## src/rtl/pipe_elastic_reg.sv

```systemverilog
// Elastic pipeline register: a DEPTH-entry circular buffer between two valid/ready stages.
// Outputs are driven only from state, so in_data never reaches out_data in the same cycle.
module pipe_elastic_reg #(
   parameter int WIDTH = 512,
   parameter int DEPTH = 2,
   parameter int CW    = $clog2(DEPTH + 1)
) (
   input  logic             clk,
   input  logic             rst,
   input  logic             in_valid,
   input  logic [WIDTH-1:0] in_data,
   output logic             in_ready,
   output logic             out_valid,
   output logic [WIDTH-1:0] out_data,
   input  logic             out_ready,
   input  logic             flush,
   output logic [CW-1:0]    count
);

   localparam int            PW        = (DEPTH > 1) ? $clog2(DEPTH) : 1;
   localparam logic [PW-1:0] LAST_PTR  = PW'(DEPTH - 1);
   localparam logic [CW-1:0] FULL_CNT  = CW'(DEPTH);

   logic [WIDTH-1:0] mem_q [DEPTH];
   logic [WIDTH-1:0] mem_d [DEPTH];
   logic [PW-1:0]    rd_ptr_q, rd_ptr_d;
   logic [PW-1:0]    wr_ptr_q, wr_ptr_d;
   logic [CW-1:0]    count_q, count_d;
   logic             push;
   logic             pop;

   function automatic logic [PW-1:0] next_ptr(input logic [PW-1:0] ptr);
      if (ptr == LAST_PTR) begin
         return {PW{1'b0}};
      end else begin
         return ptr + PW'(1);
      end
   endfunction

   // Handshake outputs are masked by rst so the block looks empty throughout reset.
   always_comb begin
      in_ready  = (count_q < FULL_CNT) && !rst;
      out_valid = (count_q != {CW{1'b0}}) && !rst;
      out_data  = out_valid ? mem_q[rd_ptr_q] : {WIDTH{1'b0}};
      count     = rst ? {CW{1'b0}} : count_q;
      push      = in_valid && in_ready && !flush;
      pop       = out_valid && out_ready && !flush;
   end

   // Next-state logic: reset and flush both clear the pointers; reset wins by construction.
   always_comb begin
      rd_ptr_d = rd_ptr_q;
      wr_ptr_d = wr_ptr_q;
      count_d  = count_q;
      mem_d    = mem_q;
      if (push) begin
         mem_d[wr_ptr_q] = in_data;
      end else begin
         mem_d = mem_q;
      end
      if (rst || flush) begin
         rd_ptr_d = {PW{1'b0}};
         wr_ptr_d = {PW{1'b0}};
         count_d  = {CW{1'b0}};
      end else begin
         if (push) begin
            wr_ptr_d = next_ptr(wr_ptr_q);
         end else begin
            wr_ptr_d = wr_ptr_q;
         end
         if (pop) begin
            rd_ptr_d = next_ptr(rd_ptr_q);
         end else begin
            rd_ptr_d = rd_ptr_q;
         end
         case ({push, pop})
            2'b10:   count_d = count_q + CW'(1);
            2'b01:   count_d = count_q - CW'(1);
            default: count_d = count_q;
         endcase
      end
   end

   // Pointer and occupancy state.
   always_ff @(posedge clk) begin
      if (rst) begin
         rd_ptr_q <= {PW{1'b0}};
         wr_ptr_q <= {PW{1'b0}};
         count_q  <= {CW{1'b0}};
      end else begin
         rd_ptr_q <= rd_ptr_d;
         wr_ptr_q <= wr_ptr_d;
         count_q  <= count_d;
      end
   end

   // Payload storage carries no reset; validity is tracked entirely by count_q.
   always_ff @(posedge clk) begin
      mem_q <= mem_d;
   end

endmodule

```

## config.mk

```make
export PLATFORM = sky130hd
export DESIGN_NAME = pipe_elastic_reg
export DESIGN_NICKNAME = d
export VERILOG_FILES = /design/src/rtl/pipe_elastic_reg.sv
export SDC_FILE = /design/constraint.sdc
export NUM_CORES = 1
export LEC_CHECK = 0
export ABC_AREA = 1
export ABC_CLOCK_PERIOD_IN_PS = 34200
export CAP_MARGIN = 20
export CELL_PAD_IN_SITES_DETAIL_PLACEMENT = 1
export CELL_PAD_IN_SITES_GLOBAL_PLACEMENT = 2
export CORE_AREA = 2 2 401 403
export CTS_CLUSTER_SIZE = 10
export DETAILED_ROUTE_END_ITERATION = 8
export DIE_AREA = 0 0 403 405
export GPL_TIMING_DRIVEN = 1
export PLACE_DENSITY_LB_ADDON = 0.15
export REMOVE_ABC_BUFFERS = 1
export SYNTH_ARGS = -nofsm -noshare
export SYNTH_HDL_FRONTEND = slang
export SYNTH_SLANG_ARGS = --single-unit
```

## constraint.sdc

```tcl
create_clock -name clk -period 34.2 [get_ports clk]
set_clock_uncertainty 0.15 [all_clocks]
set_input_delay 5.13 -clock clk [delete_from_list [all_inputs] [get_ports clk]]
set_output_delay 5.13 -clock clk [all_outputs]
set_load 0.02 [all_outputs]
```

==> reports/results.txt, run 1 <==
GRT Overall Usage: 0.167
Clock root buffer: clkbuf_16
H-tree depth: 4
Final count of negative-setup-slack endpoints: 0
Final worst slack: 19460 ps
Hold Path Sink: count_q[0]
WS Path Type: in -> out
Fraction of the mapped netlist area in adder cells: 0.000297
Reg2reg start: count_q[1]
# port buffers: 1032
Reg2Reg Depth: 8
Largest family of logic cells by synthesized area: buffers and inverters
Nets: 5336
Critical path's top delay family: buffers and inverters
Skew-Pair Late Insertion Delay: 740 ps
Most frequent CP cell: buf_4
Core footprint: 0.159 mm2
Synth Area per Inst: 11.1 um2
Post-synthesis cell type count: 16
Yosys reg bits: 1028
Synth async-reset ratio: 0
Min-delay worst type: reg -> reg
Setup bufs post-CTS: 0
First DRT Iteration DRCs: 1412
Overflow left after global routing: 0
Detailed-route via count: 29000
Critical Path AT: 9460 ps
GPL Wtd Cong: 0.762
Worst-margin pin slew: 1150 ps
CP Launch Type: primary input
Worst reg2reg path endpoint: mem_q[990]
Yosys warns: 0
Dpl ws: 19310 ps
Fin. Hold Viols: 0
Worst path cell trace: clkdlybuf4s50_1 > inv_1 > nand2_1 > nand2_4 > buf_4 > buf_4 > buf_4 > nand2_1 > inv_1 > clkdlybuf4s50_1
Number of synthesized flops with an enable pin: 1024
CTS buffer count: 132
Post-DP HPWL: 98500 um
Synth Area in Compound Gates: 0.0617
TritonCTS clock tree: yes
Slowest cell on crit path: buf_4
Total of max-cap violations: 0
Num rows: 147
P per Cell Area: 48.3 mW/mm2
Post-DR wirelength/cell: 20.0 um
Post-Synth XOR/XNOR Area: 0
Max Fanout on Critical Path: 88
CP required: 28920 ps
Drt drc: 0
Num ports: 1033
Multi-input logic area: 0.00655 mm2
Sinks on Clock Net: 1028
Largest net degree at the start of global routing: 219
Crit path buffers/inverters: 7
CTS clock-pin slew for the worst setup and hold paths: 50 ps
Final period util: 0.431
Sequential cell area fraction in the yosys report: 0.732
Crit. End Element: primary output
Outcome: finished clean
Slew Viols, Final: 0
Mux cell area share after synthesis: 0
Worst VDD drop: 0.0405 mV
Top cells by area, synth: edfxtp_1 (73%), inv_1 (9.2%), nand2_1 (9.2%), o21ai_0 (4.1%), o21ai_1 (2.1%)
Hold Buf Count CTS: 0
Synthesized instance count: 3793
Die X: 403 um
Top-area cell type share of the netlist area: 0.731
Initial antenna violation count: 71
Post-CTS sizing: 0
First-pass GRT wire length: 197000 um
Worst hold start: count_q[0]
Die Span Y: 405 um
Remaining antenna violation count after routing: 0
Initial DRT Pass Iterations: 5
Drt via density: 4.14
RSZ-0062 raised after global routing: false
Post-synthesis simple-gate area fraction: 0.0932
Reg area: 0.0308 mm2
Fillers: 17500
Crit path time final: 14740 ps
Max Freq: 67.8 MHz
Setup TNS Final: 0 ps
Mapped Area: 0.0421 mm2
Slew headroom: 0.235
Main synth FF type: edfxtp_1
Initial core utilization: 0.264
Hold Slack: 411 ps
Share of cells above drive strength 1: 0.0390
Cell taking the most area after synthesis: edfxtp_1
Max Buffers Root-to-Sink: 3
Commonest cells post-synth: inv_1 (1031), nand2_1 (1031), edfxtp_1 (1024), o21ai_0 (341), o21ai_1 (173)
P&R area growth vs syn: 39.0%
WHS Path Cells: 2
Routed WL: 140000 um
CP peak stage delay: 760 ps
Die Footprint: 0.163 mm2
P_leak: 0.0243 uW
Number of global-route vias before repair: 29300
R2R setup slack: 30010 ps
## kinds of logic (layout without fill, tap and decap cells)
| kind of cell | Yosys count | in the layout |
|---|---|---|
| compound gates | 519 | 519 |
| fa+ha+maj | 1 | 1 |
| buf+inv | 1202 | 2306 |
| flops | 1028 | 1028 |
| other cells | 0 | 22 |
| simple gates | 1043 | 1043 |
## sequential cells by signal, summed over array words and instances, names as in the netlist
register  flops
count_q       2
rd_ptr_q      1
mem_q      1024
wr_ptr_q      1
## worst min-delay path, cell delays in order, from the launching register on
cell and delay (ps):
dfxtp_1 370, inv_1 90, a21oi_1 60
## routing by layer
| metal | vias to the layer above | share of wire | GRT usage |
|---|---|---|---|
| li1 | 14000 | - | - |
| met1 | 13900 | 0.37 | 0.176 |
| met2 | 809 | 0.50 | 0.290 |
| met3 | 260 | 0.11 | 0.0833 |
| met4 | 62 | 0.027 | 0.0538 |
| met5 | - | 0.0027 | 0 |
## metrics by stage
stage / instances / power [uW] / area, um2 / util
floorplan: 3622 / 1500 / 41200 / -
global placement: 6767 / 1570 / 54500 / 0.342
detailed placement: 6768 / 1570 / 54500 / 0.342
CTS: 6981 / 2880 / 58400 / 0.367
global route: 6992 / 2930 / 58500 / 0.367
finish: 7005 / 2830 / 58500 / 0.367
## worst max-delay path by stage
stage / from / depth (start not counted) / to
after floorplan: rst / 3 / mem_q[0]
after global placement: rst / 10 / out_data[318]
after detailed placement: rst / 10 / out_data[29]
after CTS: rst / 10 / out_data[121]
after global routing: rst / 10 / out_data[366]
final: rst / 10 / out_data[195]
## area by class of cell
class | instances | area share
Timing Repair Buffer | 1062 | 0.183
Sequential cell | 1028 | 0.527
Clock buffer | 173 | 0.0613
Inverter | 1031 | 0.0661
Clock inverter | 40 | 0.00556
Multi-Input combinational cell | 1563 | 0.112
Antenna cell | 22 | 0.000941
Tap cell | 2086 | 0.0446
## power breakdown
part / leakage, uW / internal (uW) / switching [uW] / total, uW
clock: 0.00190 / 755 / 528 / 1280
combinational: 0.0131 / 69.8 / 57.1 / 127
sequential: 0.00933 / 1410 / 4.45 / 1420
total: 0.0243 / 2240 / 589 / 2830
## cell usage in the layout, fill, tap and decap left out, types with 3 or more instances in the layout
cell type	count
inv_1	1031
nor2_1	6
inv_6	4
clkdlybuf4s50_1	1032
o21ai_1	173
inv_16	3
bufinv_16	3
clkinv_1	22
clkbuf_1	35
a21oi_1	5
buf_12	7
buf_4	21
edfxtp_1	1024
clkbuf_16	138
nand3_1	3
nand2_1	1030
clkinv_2	5
o21ai_0	341
diode_2	22
dfxtp_1	3
No activity file was read; power rests on OpenSTA's default activity.
==> run 2, diff against run 1 <==
--- a/config.mk
+++ b/config.mk
@@ -6,14 +6,14 @@
 export NUM_CORES = 1
 export LEC_CHECK = 0
 export ABC_AREA = 1
-export ABC_CLOCK_PERIOD_IN_PS = 34200
+export ABC_CLOCK_PERIOD_IN_PS = 12800
 export CAP_MARGIN = 20
 export CELL_PAD_IN_SITES_DETAIL_PLACEMENT = 1
 export CELL_PAD_IN_SITES_GLOBAL_PLACEMENT = 2
-export CORE_AREA = 2 2 401 403
+export CORE_AREA = 2 2 403 405
 export CTS_CLUSTER_SIZE = 10
 export DETAILED_ROUTE_END_ITERATION = 8
-export DIE_AREA = 0 0 403 405
+export DIE_AREA = 0 0 405 407
 export GPL_TIMING_DRIVEN = 1
 export PLACE_DENSITY_LB_ADDON = 0.15
 export REMOVE_ABC_BUFFERS = 1
==> constraint.sdc (replaced) <==
create_clock -name clk -period 12.8 [get_ports clk]
set_clock_uncertainty 0.15 [all_clocks]
set_input_delay 1.92 -clock clk [delete_from_list [all_inputs] [get_ports clk]]
set_output_delay 1.92 -clock clk [all_outputs]
set_load 0.02 [all_outputs]
==> reports/results.txt, run 2 (synthesis gave the netlist of run 1 again) <==
Outcome: finished clean
Initial antenna violation count: 74
P per Cell Area: 124 mW/mm2
Post-DR wirelength/cell: 20.1 um
Share of cells above drive strength 1: 0.0335
Max reg flops: 1024
Num ports: 1033
Final worst slack: 5590 ps
Setup TNS Final: 0 ps
# port buffers: 1032
Drt via density: 4.13
Leading cell type in the layout, fill and taps excluded: clkdlybuf4s50_1
CTS buffer count: 120
Num rows: 147
Nets: 5321
Sinks on Clock Net: 1028
CP Launch Type: primary input
Overflow left after global routing: 0
CTS clock-pin slew for the worst setup and hold paths: 60 ps
Post-DP HPWL: 99900 um
Comb power frac: 0.047
Power, Total: 7180 uW
Min-delay worst type: reg -> reg
Final count of negative-setup-slack endpoints: 0
Sw power: 1490 uW
Worst-margin pin slew: 1110 ps
Initial core utilization: 0.263
Met2 WL: 70400 um
P&R area growth vs syn: 37.9%
Initial DRT Pass Iterations: 5
Highest metal used: met5
Regs by FF count: mem_q x1024, count_q x2
Sequential share of power: 0.527
Wire length on met3: 12500 um
Placed cell area: 0.0546 mm2
Hold Buf Count CTS: 0
Post-CTS sizing: 0
Worst path cell trace: clkdlybuf4s50_1 > inv_1 > nand2_1 > nand2_4 > buf_12 > buf_4 > nand2_1 > inv_1 > clkdlybuf4s50_1
GPL Wtd Cong: 0.786
Drt drc: 0
Sw Ratio: 0.208
Max Freq: 139 MHz
RSZ-0062 raised after global routing: false
Remaining antenna violation count after routing: 0
First DRT Iteration DRCs: 1471
WS Path Type: in -> out
Critical Path AT: 5140 ps
CP required: 10730 ps
Fin. Hold Viols: 0
Skew-Pair Late Insertion Delay: 710 ps
Dpl ws: 5540 ps
P_leak: 0.0240 uW
Slew headroom: 0.258
Core footprint: 0.160 mm2
Die X: 405 um
Commonest cells after routing, fill and taps aside: clkdlybuf4s50_1 (1032), inv_1 (1031), nand2_1 (1030), edfxtp_1 (1024), o21ai_0 (340)
Clock power frac: 0.426
Max Buffers Root-to-Sink: 3
GRT Overall Usage: 0.166
Largest Register: mem_q
Slew Viols, Final: 0
Fillers: 17500
Max Fanout on Critical Path: 151
First-pass GRT wire length: 198000 um
Internal power: 5680 uW
Largest net degree at the start of global routing: 221
CP peak stage delay: 630 ps
Slowest cell on crit path: clkdlybuf4s50_1
Critical path's top delay family: buffers and inverters
Worst VDD drop: 0.109 mV
Crit path buffers/inverters: 6
Setup bufs post-CTS: 0
Die Footprint: 0.165 mm2
Total of max-cap violations: 0
Clock root buffer: clkbuf_16
Crit path time final: 7210 ps
Number of global-route vias before repair: 29100
Die Span Y: 407 um
Routed WL: 141000 um
M1 WL: 54300 um
Crit. End Element: primary output
Final instance area: 0.0580 mm2
H-tree depth: 3
Detailed-route via count: 29100
TritonCTS clock tree: yes
Final period util: 0.563
## run 2: tightest hold or removal path, stage by stage, from the launching register on
cell,delay (ps)
dfxtp_1,330
inv_1,130
a21oi_1,80
## run 2: path summary, 6_finish.rpt
kind                   start      endpoint  slack [ps]  depth (start not counted)
hold / removal      wr_ptr_q      wr_ptr_q         430                          2
setup reg to reg  count_q[1]     mem_q[74]        8970                          5
setup / recovery         rst  out_data[96]        5590                          9
hold reg to reg     wr_ptr_q      wr_ptr_q         430                          2
## run 2: cell type report
type	instances	area, um2	area share
diodes	16	40.0	0.000690
inverters	1031	3870	0.0667
clock inverters	27	204	0.00351
flip-flops and latches	1028	30800	0.531
well taps	2160	2700	0.0466
multi-input cells	1563	6550	0.113
repair buffers	1059	10700	0.184
clock buffers	155	3170	0.0545
## run 2: per-stage QoR
step,hold WS (ps),util,std cells
finish,429,0.362,7039
detailed placement,427,0.341,6840
global placement,417,0.341,6838
global route,475,0.362,7030
floorplan,309,-,3622
CTS,437,0.362,7022
## run 2: routing by layer
layer / track usage / up-vias
li1: - / 13900
met1: 0.186 / 14000
met2: 0.290 / 808
met3: 0.0648 / 265
met4: 0.0496 / 70
met5: 0 / -
## run 2: power by group through the flow
stage / Clock (uW) / Sequential [uW] / Combinational (uW)
after detailed placement: 0 / 3850 / 346
after global routing: 3280 / 3780 / 372
after CTS: 3180 / 3780 / 348
after global placement: 0 / 3850 / 337
final: 3060 / 3780 / 340
after floorplan: 0 / 3900 / 105
==> run 3, diff against run 2 <==
--- a/config.mk
+++ b/config.mk
@@ -6,14 +6,14 @@
 export NUM_CORES = 1
 export LEC_CHECK = 0
 export ABC_AREA = 1
-export ABC_CLOCK_PERIOD_IN_PS = 12800
+export ABC_CLOCK_PERIOD_IN_PS = 7500
 export CAP_MARGIN = 20
 export CELL_PAD_IN_SITES_DETAIL_PLACEMENT = 1
 export CELL_PAD_IN_SITES_GLOBAL_PLACEMENT = 2
-export CORE_AREA = 2 2 403 405
+export CORE_AREA = 2 2 401 403
 export CTS_CLUSTER_SIZE = 10
 export DETAILED_ROUTE_END_ITERATION = 8
-export DIE_AREA = 0 0 405 407
+export DIE_AREA = 0 0 403 405
 export GPL_TIMING_DRIVEN = 1
 export PLACE_DENSITY_LB_ADDON = 0.15
 export REMOVE_ABC_BUFFERS = 1
==> constraint.sdc (replaced) <==
create_clock -name clk -period 7.5 [get_ports clk]
set_clock_uncertainty 0.15 [all_clocks]
set_input_delay 1.125 -clock clk [delete_from_list [all_inputs] [get_ports clk]]
set_output_delay 1.125 -clock clk [all_outputs]
set_load 0.02 [all_outputs]
==> reports/results.txt, run 3 (synthesis gave the netlist of run 1 again) <==
Outcome: finished clean
Sw power: 2540 uW
First DRT Iteration DRCs: 1440
CTS buffer count: 121
Fin. Hold Viols: 0
Die Span Y: 405 um
GRT Overall Usage: 0.169
Nets: 5331
TritonCTS clock tree: yes
Comb power frac: 0.047
Worst-margin pin slew: 986 ps
Post-CTS sizing: 0
CP peak stage delay: 630 ps
Num rows: 147
Worst VDD drop: 0.178 mV
Overflow left after global routing: 0
CTS clock-pin slew for the worst setup and hold paths: 50 ps
Sinks on Clock Net: 1028
Die X: 403 um
Worst path cell trace: clkdlybuf4s50_1 > inv_1 > nand2_1 > nand2_4 > buf_12 > buf_12 > nand2_1 > inv_1 > clkdlybuf4s50_1
CP required: 6220 ps
Crit path time final: 5290 ps
Commonest cells after routing, fill and taps aside: clkdlybuf4s50_1 (1032), inv_1 (1031), nand2_1 (1030), edfxtp_1 (1024), o21ai_0 (341)
Final period util: 0.705
Post-DP HPWL: 101000 um
Max Buffers Root-to-Sink: 3
Clock root buffer: clkbuf_16
CP Launch Type: primary input
Max reg flops: 1024
Clock power frac: 0.430
Slew Viols, Final: 0
Leading cell type in the layout, fill and taps excluded: clkdlybuf4s50_1
WS Path Type: in -> out
Routed WL: 142000 um
Regs by FF count: mem_q x1024, count_q x2
P_leak: 0.0241 uW
Largest net degree at the start of global routing: 193
Internal power: 9810 uW
Drt via density: 4.16
Max Freq: 189 MHz
Crit. End Element: primary output
RSZ-0062 raised after global routing: false
Slew headroom: 0.343
Power, Total: 12400 uW
First-pass GRT wire length: 200000 um
Slowest cell on crit path: clkdlybuf4s50_1
Initial core utilization: 0.264
Sw Ratio: 0.206
H-tree depth: 3
Drt drc: 0
Die Footprint: 0.163 mm2
Hold Buf Count CTS: 0
Critical Path AT: 4010 ps
Skew-Pair Late Insertion Delay: 690 ps
Final count of negative-setup-slack endpoints: 0
Num ports: 1033
Post-DR wirelength/cell: 20.3 um
Setup TNS Final: 0 ps
Fillers: 17400
Largest Register: mem_q
Total of max-cap violations: 0
Detailed-route via count: 29000
Remaining antenna violation count after routing: 0
# port buffers: 1032
P per Cell Area: 212 mW/mm2
Sequential share of power: 0.522
Core footprint: 0.159 mm2
P&R area growth vs syn: 38.3%
Share of cells above drive strength 1: 0.0356
Initial DRT Pass Iterations: 5
Number of global-route vias before repair: 28800
Setup bufs post-CTS: 0
Max Fanout on Critical Path: 53
Initial antenna violation count: 74
Min-delay worst type: reg -> reg
GPL Wtd Cong: 0.757
==> run 3: cell count changes in the layout (fill, tap and decap cells not counted), sizes merged <==
cell	change
diode	-5
inv	-1
clkbuf	+12
clkinv	-1
buf	+9
bufinv	+1
==> run 3: path summary, 6_finish.rpt <==
kind,startpoint,cells past startpoint,endpoint,slack [ps]
setup / recovery,rst,9,out_data[508],2210
hold / removal,count_q[0],2,count_q[0],420
setup reg to reg,count_q[1],5,mem_q[337],4680
hold reg to reg,count_q[0],2,count_q[0],420
==> run 3: metrics by stage <==
step            util  cell area [um2]  cells  setup slack [ps]  hold WS [ps]
2_1_floorplan      -            41200   3622            -16730           309
3_3_place_gp   0.343            54700   6776              2160           405
3_5_place_dp   0.343            54700   6776              2150           415
4_1_cts        0.365            58200   6969              2140           423
5_1_grt        0.365            58200   6974              2030           475
6_report       0.365            58200   6980              2210           418
==> run 3: metal layers <==
metal  wire, um  track usage
met1      55000        0.190
met2      70700        0.295
met3      12600       0.0677
met4       2990       0.0421
met5        502            0
==> run 3: power by group through the flow <==
| stage | clock network [uW] | logic [uW] | registers [uW] |
|---|---|---|---|
| CTS | 5530 | 597 | 6450 |
| global placement | 0 | 580 | 6570 |
| global route | 5740 | 636 | 6460 |
| floorplan | 0 | 179 | 6660 |
| finish | 5320 | 585 | 6450 |
| detailed placement | 0 | 594 | 6570 |
==> run 3: critical path, delay by kind of cell <==
| family | cells | cell delay [ps] |
|---|---|---|
| buffers and inverters | 6 | 1980 |
| and+or+nand+nor | 3 | 760 |
==> run 3: layout make-up <==
| type | instances | area (um2) | area share |
|---|---|---|---|
| clock inverter | 26 | 213 | 0.00366 |
| multi-input combinational | 1563 | 6550 | 0.113 |
| clock buffer | 167 | 3270 | 0.0563 |
| inverter | 1031 | 3870 | 0.0665 |
| antenna | 11 | 27.5 | 0.000473 |
| timing repair buffer | 1068 | 10800 | 0.186 |
| tap | 2086 | 2610 | 0.0448 |
| sequential | 1028 | 30800 | 0.530 |
